## config.mk

```make
export PLATFORM = sky130hd
export DESIGN_NAME = intersection_phase_controller
export DESIGN_NICKNAME = d
export VERILOG_FILES = /design/src/rtl/intersection_phase_controller.sv
export SDC_FILE = /design/constraint.sdc
export NUM_CORES = 1
export LEC_CHECK = 0
export CAP_MARGIN = 10
export CORE_ASPECT_RATIO = 2
export CORE_MARGIN = 2
export CORE_UTILIZATION = 46
export DETAILED_ROUTE_END_ITERATION = 6
export GPL_TIMING_DRIVEN = 0
export PLACE_DENSITY = 0.71
export RECOVER_POWER = 50
export SLEW_MARGIN = 10
export SYNTH_ARGS = -nofsm -noshare
export SYNTH_HDL_FRONTEND = slang
export SYNTH_SLANG_ARGS = --single-unit
```

## constraint.sdc

```tcl
create_clock -name in_clock -period 7.4 [get_ports in_clock]
set_clock_uncertainty 0.15 [all_clocks]
set_input_delay 1.48 -clock in_clock [delete_from_list [all_inputs] [get_ports in_clock]]
set_output_delay 1.48 -clock in_clock [all_outputs]
set_load 0.02 [all_outputs]
```

## src/rtl/intersection_phase_controller.sv

```systemverilog
// ---------------------------------------------------------------------------
// intersection_phase_controller
//
// Sequences NUM_APPROACHES approaches (2..4) through a fixed rotation:
//   ALL_RED -> [LEFT] -> GREEN -> YELLOW -> ALL_RED (next approach)
// A fault request (in_issue) overrides the rotation with a flash pattern:
// even approaches flash yellow, odd approaches flash red.  Pedestrian
// buttons are latched per approach and turn into a walk interval at the
// start of that approach's next green.
//
// Ports
//   in_clock              rising-edge clock for all state
//   in_reset_n            synchronous, active-low reset
//   in_issue              high selects flash mode (beats the rotation)
//   in_ped_request[N]     pedestrian buttons, single-cycle pulse is enough
//   in_left_enable[N]     protected-left enable, sampled at ALL_RED exit
//   out_red_light[N]      red lamp per approach
//   out_green_light[N]    green lamp per approach
//   out_yellow_light[N]   yellow lamp per approach
//   out_left_turn_light[N] left-turn arrow per approach
//   out_pedestrian_light[N] walk signal per approach
//   out_active[2]         index of the approach owning the current phase
//   out_state[3]          0 ALL_RED, 1 LEFT, 2 GREEN, 3 YELLOW, 4 FLASH
//   counter[CNT_W]        cycles spent in the current state, 0 on entry
//
// Every output is a flop.  The lamp decode is evaluated on the *next*
// state/counter values so lamps, out_state and counter all change on the
// same edge with no input-to-output combinational path.
// ---------------------------------------------------------------------------
module intersection_phase_controller #(
    parameter int NUM_APPROACHES    = 2,
    parameter int ALL_RED_CYCLES    = 50,
    parameter int LEFT_TURN_CYCLES  = 300,
    parameter int GREEN_CYCLES      = 1000,
    parameter int YELLOW_CYCLES     = 200,
    parameter int PED_CYCLES        = 400,
    parameter int FLASH_HALF_CYCLES = 100,
    parameter int CNT_W             = 32
) (
    input  logic                      in_clock,
    input  logic                      in_reset_n,
    input  logic                      in_issue,
    input  logic [NUM_APPROACHES-1:0] in_ped_request,
    input  logic [NUM_APPROACHES-1:0] in_left_enable,
    output logic [NUM_APPROACHES-1:0] out_red_light,
    output logic [NUM_APPROACHES-1:0] out_green_light,
    output logic [NUM_APPROACHES-1:0] out_yellow_light,
    output logic [NUM_APPROACHES-1:0] out_left_turn_light,
    output logic [NUM_APPROACHES-1:0] out_pedestrian_light,
    output logic [1:0]                out_active,
    output logic [2:0]                out_state,
    output logic [CNT_W-1:0]          counter
);

    localparam int N = NUM_APPROACHES;

    // Last counter value of each timed state (state exits when counter hits it).
    localparam logic [CNT_W-1:0] ALL_RED_LAST = CNT_W'(ALL_RED_CYCLES - 1);
    localparam logic [CNT_W-1:0] LEFT_LAST    = CNT_W'(LEFT_TURN_CYCLES - 1);
    localparam logic [CNT_W-1:0] GREEN_LAST   = CNT_W'(GREEN_CYCLES - 1);
    localparam logic [CNT_W-1:0] YELLOW_LAST  = CNT_W'(YELLOW_CYCLES - 1);
    localparam logic [CNT_W-1:0] FLASH_LAST   = CNT_W'(2 * FLASH_HALF_CYCLES - 1);
    localparam logic [CNT_W-1:0] FLASH_HALF   = CNT_W'(FLASH_HALF_CYCLES);
    localparam logic [CNT_W-1:0] PED_LEN      = CNT_W'(PED_CYCLES);
    localparam logic [1:0]       LAST_IDX     = 2'(N - 1);

    typedef enum logic [2:0] {
        ST_ALL_RED = 3'd0,
        ST_LEFT    = 3'd1,
        ST_GREEN   = 3'd2,
        ST_YELLOW  = 3'd3,
        ST_FLASH   = 3'd4
    } state_t;

    // ---------------------------------------------------------------
    // Registers and their next-state values
    // ---------------------------------------------------------------
    state_t           state_q,   state_d;
    logic [1:0]       active_q,  active_d;
    logic [CNT_W-1:0] counter_q, counter_d;
    logic [N-1:0]     latch_q,   latch_d;
    logic             walk_q,    walk_d;

    logic [N-1:0]     red_q,    red_d;
    logic [N-1:0]     green_q,  green_d;
    logic [N-1:0]     yellow_q, yellow_d;
    logic [N-1:0]     left_q,   left_d;
    logic [N-1:0]     ped_q,    ped_d;

    // One-hot views of the active index.  Selecting through a mask keeps
    // the 2-bit index from ever addressing past N-1 when N < 4.
    logic [N-1:0]     act_sel_q;
    logic [N-1:0]     act_sel_d;

    generate
        for (genvar gi = 0; gi < N; gi++) begin : g_sel
            assign act_sel_q[gi] = (active_q == 2'(gi));
            assign act_sel_d[gi] = (active_d == 2'(gi));
        end
    endgenerate

    // ---------------------------------------------------------------
    // Process 1: state register (also holds the registered lamp outputs)
    // ---------------------------------------------------------------
    always_ff @(posedge in_clock) begin
        if (!in_reset_n) begin
            state_q   <= ST_ALL_RED;
            active_q  <= 2'd0;
            counter_q <= '0;
            latch_q   <= '0;
            walk_q    <= 1'b0;
            red_q     <= '1;
            green_q   <= '0;
            yellow_q  <= '0;
            left_q    <= '0;
            ped_q     <= '0;
        end else begin
            state_q   <= state_d;
            active_q  <= active_d;
            counter_q <= counter_d;
            latch_q   <= latch_d;
            walk_q    <= walk_d;
            red_q     <= red_d;
            green_q   <= green_d;
            yellow_q  <= yellow_d;
            left_q    <= left_d;
            ped_q     <= ped_d;
        end
    end

    // ---------------------------------------------------------------
    // Process 2: next-state logic
    // ---------------------------------------------------------------
    logic [CNT_W-1:0] dur_last;
    logic             phase_done;
    logic             left_sel;
    logic [N-1:0]     req_latched;

    always_comb begin
        dur_last = FLASH_LAST;
        case (state_q)
            ST_ALL_RED: dur_last = ALL_RED_LAST;
            ST_LEFT:    dur_last = LEFT_LAST;
            ST_GREEN:   dur_last = GREEN_LAST;
            ST_YELLOW:  dur_last = YELLOW_LAST;
            default:    dur_last = FLASH_LAST;
        endcase
    end

    assign phase_done = (counter_q == dur_last);
    assign left_sel   = |(in_left_enable & act_sel_q);

    always_comb begin
        state_d     = state_q;
        active_d    = active_q;
        counter_d   = counter_q + CNT_W'(1);
        latch_d     = latch_q;
        walk_d      = walk_q;
        req_latched = latch_q | in_ped_request;

        if (state_q == ST_FLASH) begin
            // Requests are ignored while flashing; latches stay clear.
            latch_d = '0;
            if (!in_issue) begin
                state_d   = ST_ALL_RED;
                active_d  = 2'd0;
                counter_d = '0;
            end else if (counter_q == FLASH_LAST) begin
                counter_d = '0;
            end
        end else if (in_issue) begin
            state_d   = ST_FLASH;
            counter_d = '0;
            latch_d   = '0;
            walk_d    = 1'b0;
        end else begin
            latch_d = req_latched;
            if (phase_done) begin
                counter_d = '0;
                case (state_q)
                    ST_ALL_RED: state_d = left_sel ? ST_LEFT : ST_GREEN;
                    ST_LEFT:    state_d = ST_GREEN;
                    ST_GREEN:   state_d = ST_YELLOW;
                    ST_YELLOW: begin
                        state_d  = ST_ALL_RED;
                        active_d = (active_q == LAST_IDX) ? 2'd0 : active_q + 2'd1;
                    end
                    default:    state_d = ST_ALL_RED;
                endcase
                // Green entry: a request on this very edge counts, and the
                // latch is consumed.  Later requests in this green re-latch
                // for the approach's next green.
                if (state_d == ST_GREEN) begin
                    walk_d  = |(req_latched & act_sel_q);
                    latch_d = req_latched & ~act_sel_q;
                end
            end
        end
    end

    // ---------------------------------------------------------------
    // Process 3: output decode from next-state values
    // ---------------------------------------------------------------
    logic flash_d;
    logic flash_on_d;
    logic walk_win_d;

    always_comb begin
        flash_d    = (state_d == ST_FLASH);
        flash_on_d = (counter_d < FLASH_HALF);
        walk_win_d = walk_d && (state_d == ST_GREEN) && (counter_d < PED_LEN);
    end

    generate
        for (genvar gi = 0; gi < N; gi++) begin : g_lamp
            localparam bit IS_ODD = ((gi % 2) == 1);
            // Non-active approaches and clearance/left phases show red.
            assign red_d[gi]    = flash_d ? (flash_on_d && IS_ODD)
                                          : (!act_sel_d[gi] ||
                                             state_d == ST_ALL_RED ||
                                             state_d == ST_LEFT);
            assign green_d[gi]  = !flash_d && act_sel_d[gi] && (state_d == ST_GREEN);
            assign yellow_d[gi] = flash_d ? (flash_on_d && !IS_ODD)
                                          : (act_sel_d[gi] && state_d == ST_YELLOW);
            assign left_d[gi]   = !flash_d && act_sel_d[gi] && (state_d == ST_LEFT);
            assign ped_d[gi]    = act_sel_d[gi] && walk_win_d;
        end
    endgenerate

    assign out_red_light        = red_q;
    assign out_green_light      = green_q;
    assign out_yellow_light     = yellow_q;
    assign out_left_turn_light  = left_q;
    assign out_pedestrian_light = ped_q;
    assign out_active           = active_q;
    assign out_state            = state_q;
    assign counter              = counter_q;

endmodule

```

==> summary.txt <==
Logic synthesis
  – Cell type with the largest total area after synthesis: dfxtp_1
  – Syn avg cell area: 7.95 sq um
  – Part of the Yosys area used for sequential elements: 0.314
  – Cell area after technology mapping: 0.00319 sq mm
  – Number of synthesized flops with an enable pin: 0
  – Post-synth top area share: 0.314
  – Most instantiated library cell after synthesis: nor2_1
  – Cell types with the largest area share after synthesis: dfxtp_1, xnor2_1, nor2_1
  – Cell types with the highest counts after synthesis: nor2_1, dfxtp_1, nand2_1, xnor2_1, nor3_1
  – Most used flip-flop cell after synthesis: dfxtp_1
  – Synth cell types: 66
  – Net Count, Synth: ~410
  – Synthesized instance count: around 400
  – Proportion of register bits with asynchronous set or reset after synthesis: 0
  – Synthesis Warnings: 0
  – Synthesis-stage register bit count: 50

Floorplan
  – Floorplan die width: around 63 um
  – Starting density of the core: 0.467
  – Core area: 0.00683 sq mm
  – I/O pin cnt: 54
  – Floorplan die height: roughly 120 um
  – Total die area: around 0.0077 sq mm
  – Number of rows created at floorplan: 43

STA
  – Final critical delay including setup and external delays: 3.67 ns
  – Hold violation count in the final report: 0
  – Worst slew margin relative to its limit: 0.336
  – Setup violators final: 0
  – Fmax achieved: 0.273 GHz
  – Final max-slew violation count: 0
  – Final-layout worst hold slack: 0.336 ns
  – Final period util: 0.496
  – Least setup slack across all paths after layout: ~3.7 ns
  – Tightest Pin Transition: 0.970 ns
  – Final setup TNS: 0 ns
  – RSZ-0062 raised after global routing: no

Drt
  – Total wire length after detailed routing: 8320 um
  – DR iter-0 viols: 193
  – Avg Vias per Cell: 5.75
  – TritonRoute pass-1 iters: 5
  – Via total after detailed routing: between 3000 and 4000
  – Number of routed nets with antenna violations: 0
  – DRC violations left: 0
  – Final routed wire length divided by cell count: 15.1 um

CTS
  – CTS tree: yes
  – Insertion delay of the later-clocked pin in the worst-skew pair: 0.30 ns
  – Quantity of gates resized following cts: 0
  – Number of buffers created by CTS: 5
  – Root Buffer: clkbuf_16
  – Number of buffers on the longest clock path: 2
  – Clock Sinks: 50
  – Setup Buffers After CTS: 0
  – CTS H-tree lvls: 2
  – Number of hold buffers added after CTS: 0
  – Clock transition at the register clock pins on the worst setup and hold paths after CTS: 0.08 ns

Finish
  – Antenna diode count: 0
  – Area added between synthesis and finish: 24.2%
  – Post-Layout Inst Area: between 0.003 and 0.004 sq mm
  – Layout cell share with drive strength beyond 1: 0.0803
  – Count of nets after finishing: approximately 470

Placed design
  – Cell Area, Placed: 0.00382 sq mm
  – Half-perimeter wire length of the detailed placement result: about 6200 um
  – Final RePlAce weighted congestion: 0.903
  – Number of port buffers: 52
  – Setup slack at placement: 3.53 ns

Worst setup path
  – Startpoint-to-endpoint class of the critical path: input pin to register
  – Worst reg-to-reg setup slack: 3.86 ns
  – Critical Path Start Type: input pin
  – Sequence of cells on the critical path: clkdlybuf4s50_1 -> mux2i_1 -> nor2_1 -> nand2_1 -> a31oi_1 -> a2111oi_0 -> and3_1 -> and4_1
  – Data required time at the worst endpoint: 7.49 ns
  – Worst Reg-to-Reg Cells: 8
  – Critical R2R Launch: out_state[2]
  – Critical Path Fanout Max: 4
  – CP peak stage delay: 0.87 ns
  – Data arrival time of the critical path: 3.76 ns
  – Critical Path Sink Type: register
  – Crit Reg-Reg Endpoint: out_pedestrian_light[1]
  – Slowest cell on the critical path: a2111oi_0

Min path
  – Number of stages on the worst hold path: 2
  – Worst hold start: latch_q[0]
  – Worst hold endpoint: latch_q[0]
  – Type of the tightest min-delay check: register to register

Flow run
  – MaxCap Viol Count: 0

Global route
  – Antenna violations before repair: 0
  – Vias in the first global route: 2927
  – Residual overflow from global routing: 0
  – Global-route wire length before repair: 14100 um
  – Maximum number of pins on one net before global-route repair: 17
  – Overall routing resource usage: 0.231

Power and ir drop
  – Pwr dens: 135 mW/mm^2
  – Leakage dissipation: about 0.0015 uW
  – Peak ir drop on the vdd network: approximately 170 uV

Outcome
  – Result of the run: finished, final reports clean
## sequential cells by signal (all words and copies together) (netlist names)
| name | flops |
|---|---|
| counter | 32 |
| out_state | 3 |
| latch_q | 2 |
| out_active | 2 |
| out_green_light | 2 |
| out_left_turn_light | 2 |
| out_pedestrian_light | 2 |
| out_red_light | 2 |
| out_yellow_light | 2 |
| walk_q | 1 |
## worst max-delay path by stage
stage	from	depth (start not counted)	to	slack, ns
2_1_floorplan	counter[1]	9	out_yellow_light[0]	4.31
3_3_place_gp	in_issue	6	counter[6]	3.55
3_5_place_dp	in_issue	6	counter[5]	3.53
4_1_cts	in_issue	6	counter[7]	3.81
5_1_grt	in_left_enable[1]	8	out_pedestrian_light[1]	3.55
6_report	in_left_enable[1]	8	out_pedestrian_light[1]	3.73
## per-stage QoR
stage | power [uW] | instances | util
5_1_grt | 552 | 551 | 0.580
3_5_place_dp | 309 | 543 | 0.559
3_3_place_gp | 309 | 543 | 0.559
4_1_cts | 542 | 551 | 0.581
2_1_floorplan | 297 | 401 | -
6_report | 535 | 551 | 0.580
## power breakdown
group	switching (uW)	internal, uW
sequential	2.09	271
clock	107	125
combinational	18.8	10.7
## critical path, delay by kind of cell
| kind | cells | cell delay [ns] |
|---|---|---|
| AND/OR/NAND/NOR | 4 | 0.77 |
| AO/OA/AOI/OAI | 2 | 0.99 |
| buffers and inverters | 1 | 0.39 |
| multiplexers | 1 | 0.13 |
## metal layers
layer | GRT usage | up-vias | part of all wire
met1 | 0.286 | 1471 | 0.44
met3 | 0.0314 | 14 | 0.044
met4 | 0.126 | 0 | 0.032
met2 | 0.383 | 96 | 0.48
li1 | - | 1587 | -
met5 | 0 | - | 0
## area by class of cell
class                      count  area [sq um]
sequential                    50          1000
tap                           90           113
fill                         683          2870
clock inverter                 3          21.3
timing repair buffer          52           520
clock buffer                   5           125
multi-input combinational    309          1990
buffer                        30           146
inverter                      12          45.0
## kinds of logic (layout without fill, tap and decap cells)
kind of cell             Yosys count  count (layout)  share of synthesized area
AND/OR/NAND/NOR                  199             199                      0.346
AO/OA/AOI/OAI                     68              68                      0.162
flip-flops                        50              50                      0.314
buffers and inverters             42             102                     0.0604
XOR/XNOR                          38              38                      0.104
multiplexers                       3               3                    0.00981
adder cells (fa/ha/maj)            1               1                    0.00392
## layout by cell type, fill, tap and decap left out, types with 3 or more instances in the layout
cell and n:
clkbuf_1 14, a31oi_1 9, dfxtp_1 50, buf_2 12, or3_1 3, nand3_1 15
a21oi_1 8, nor3b_1 4, and4_1 7, and3_1 14, a211oi_1 4, nand2_1 28
nor3_1 26, and2_1 5, clkbuf_16 5, buf_4 3, o211ai_1 4, inv_1 12
xor2_1 10, nor2_1 54, a2bb2oi_1 3, nor4_1 10, nand4_1 11, xnor2_1 28
o21ai_0 8, clkdlybuf4s50_1 14, or4_1 4, dlygate4sd3_1 38
(Power assumes the default switching activity.)
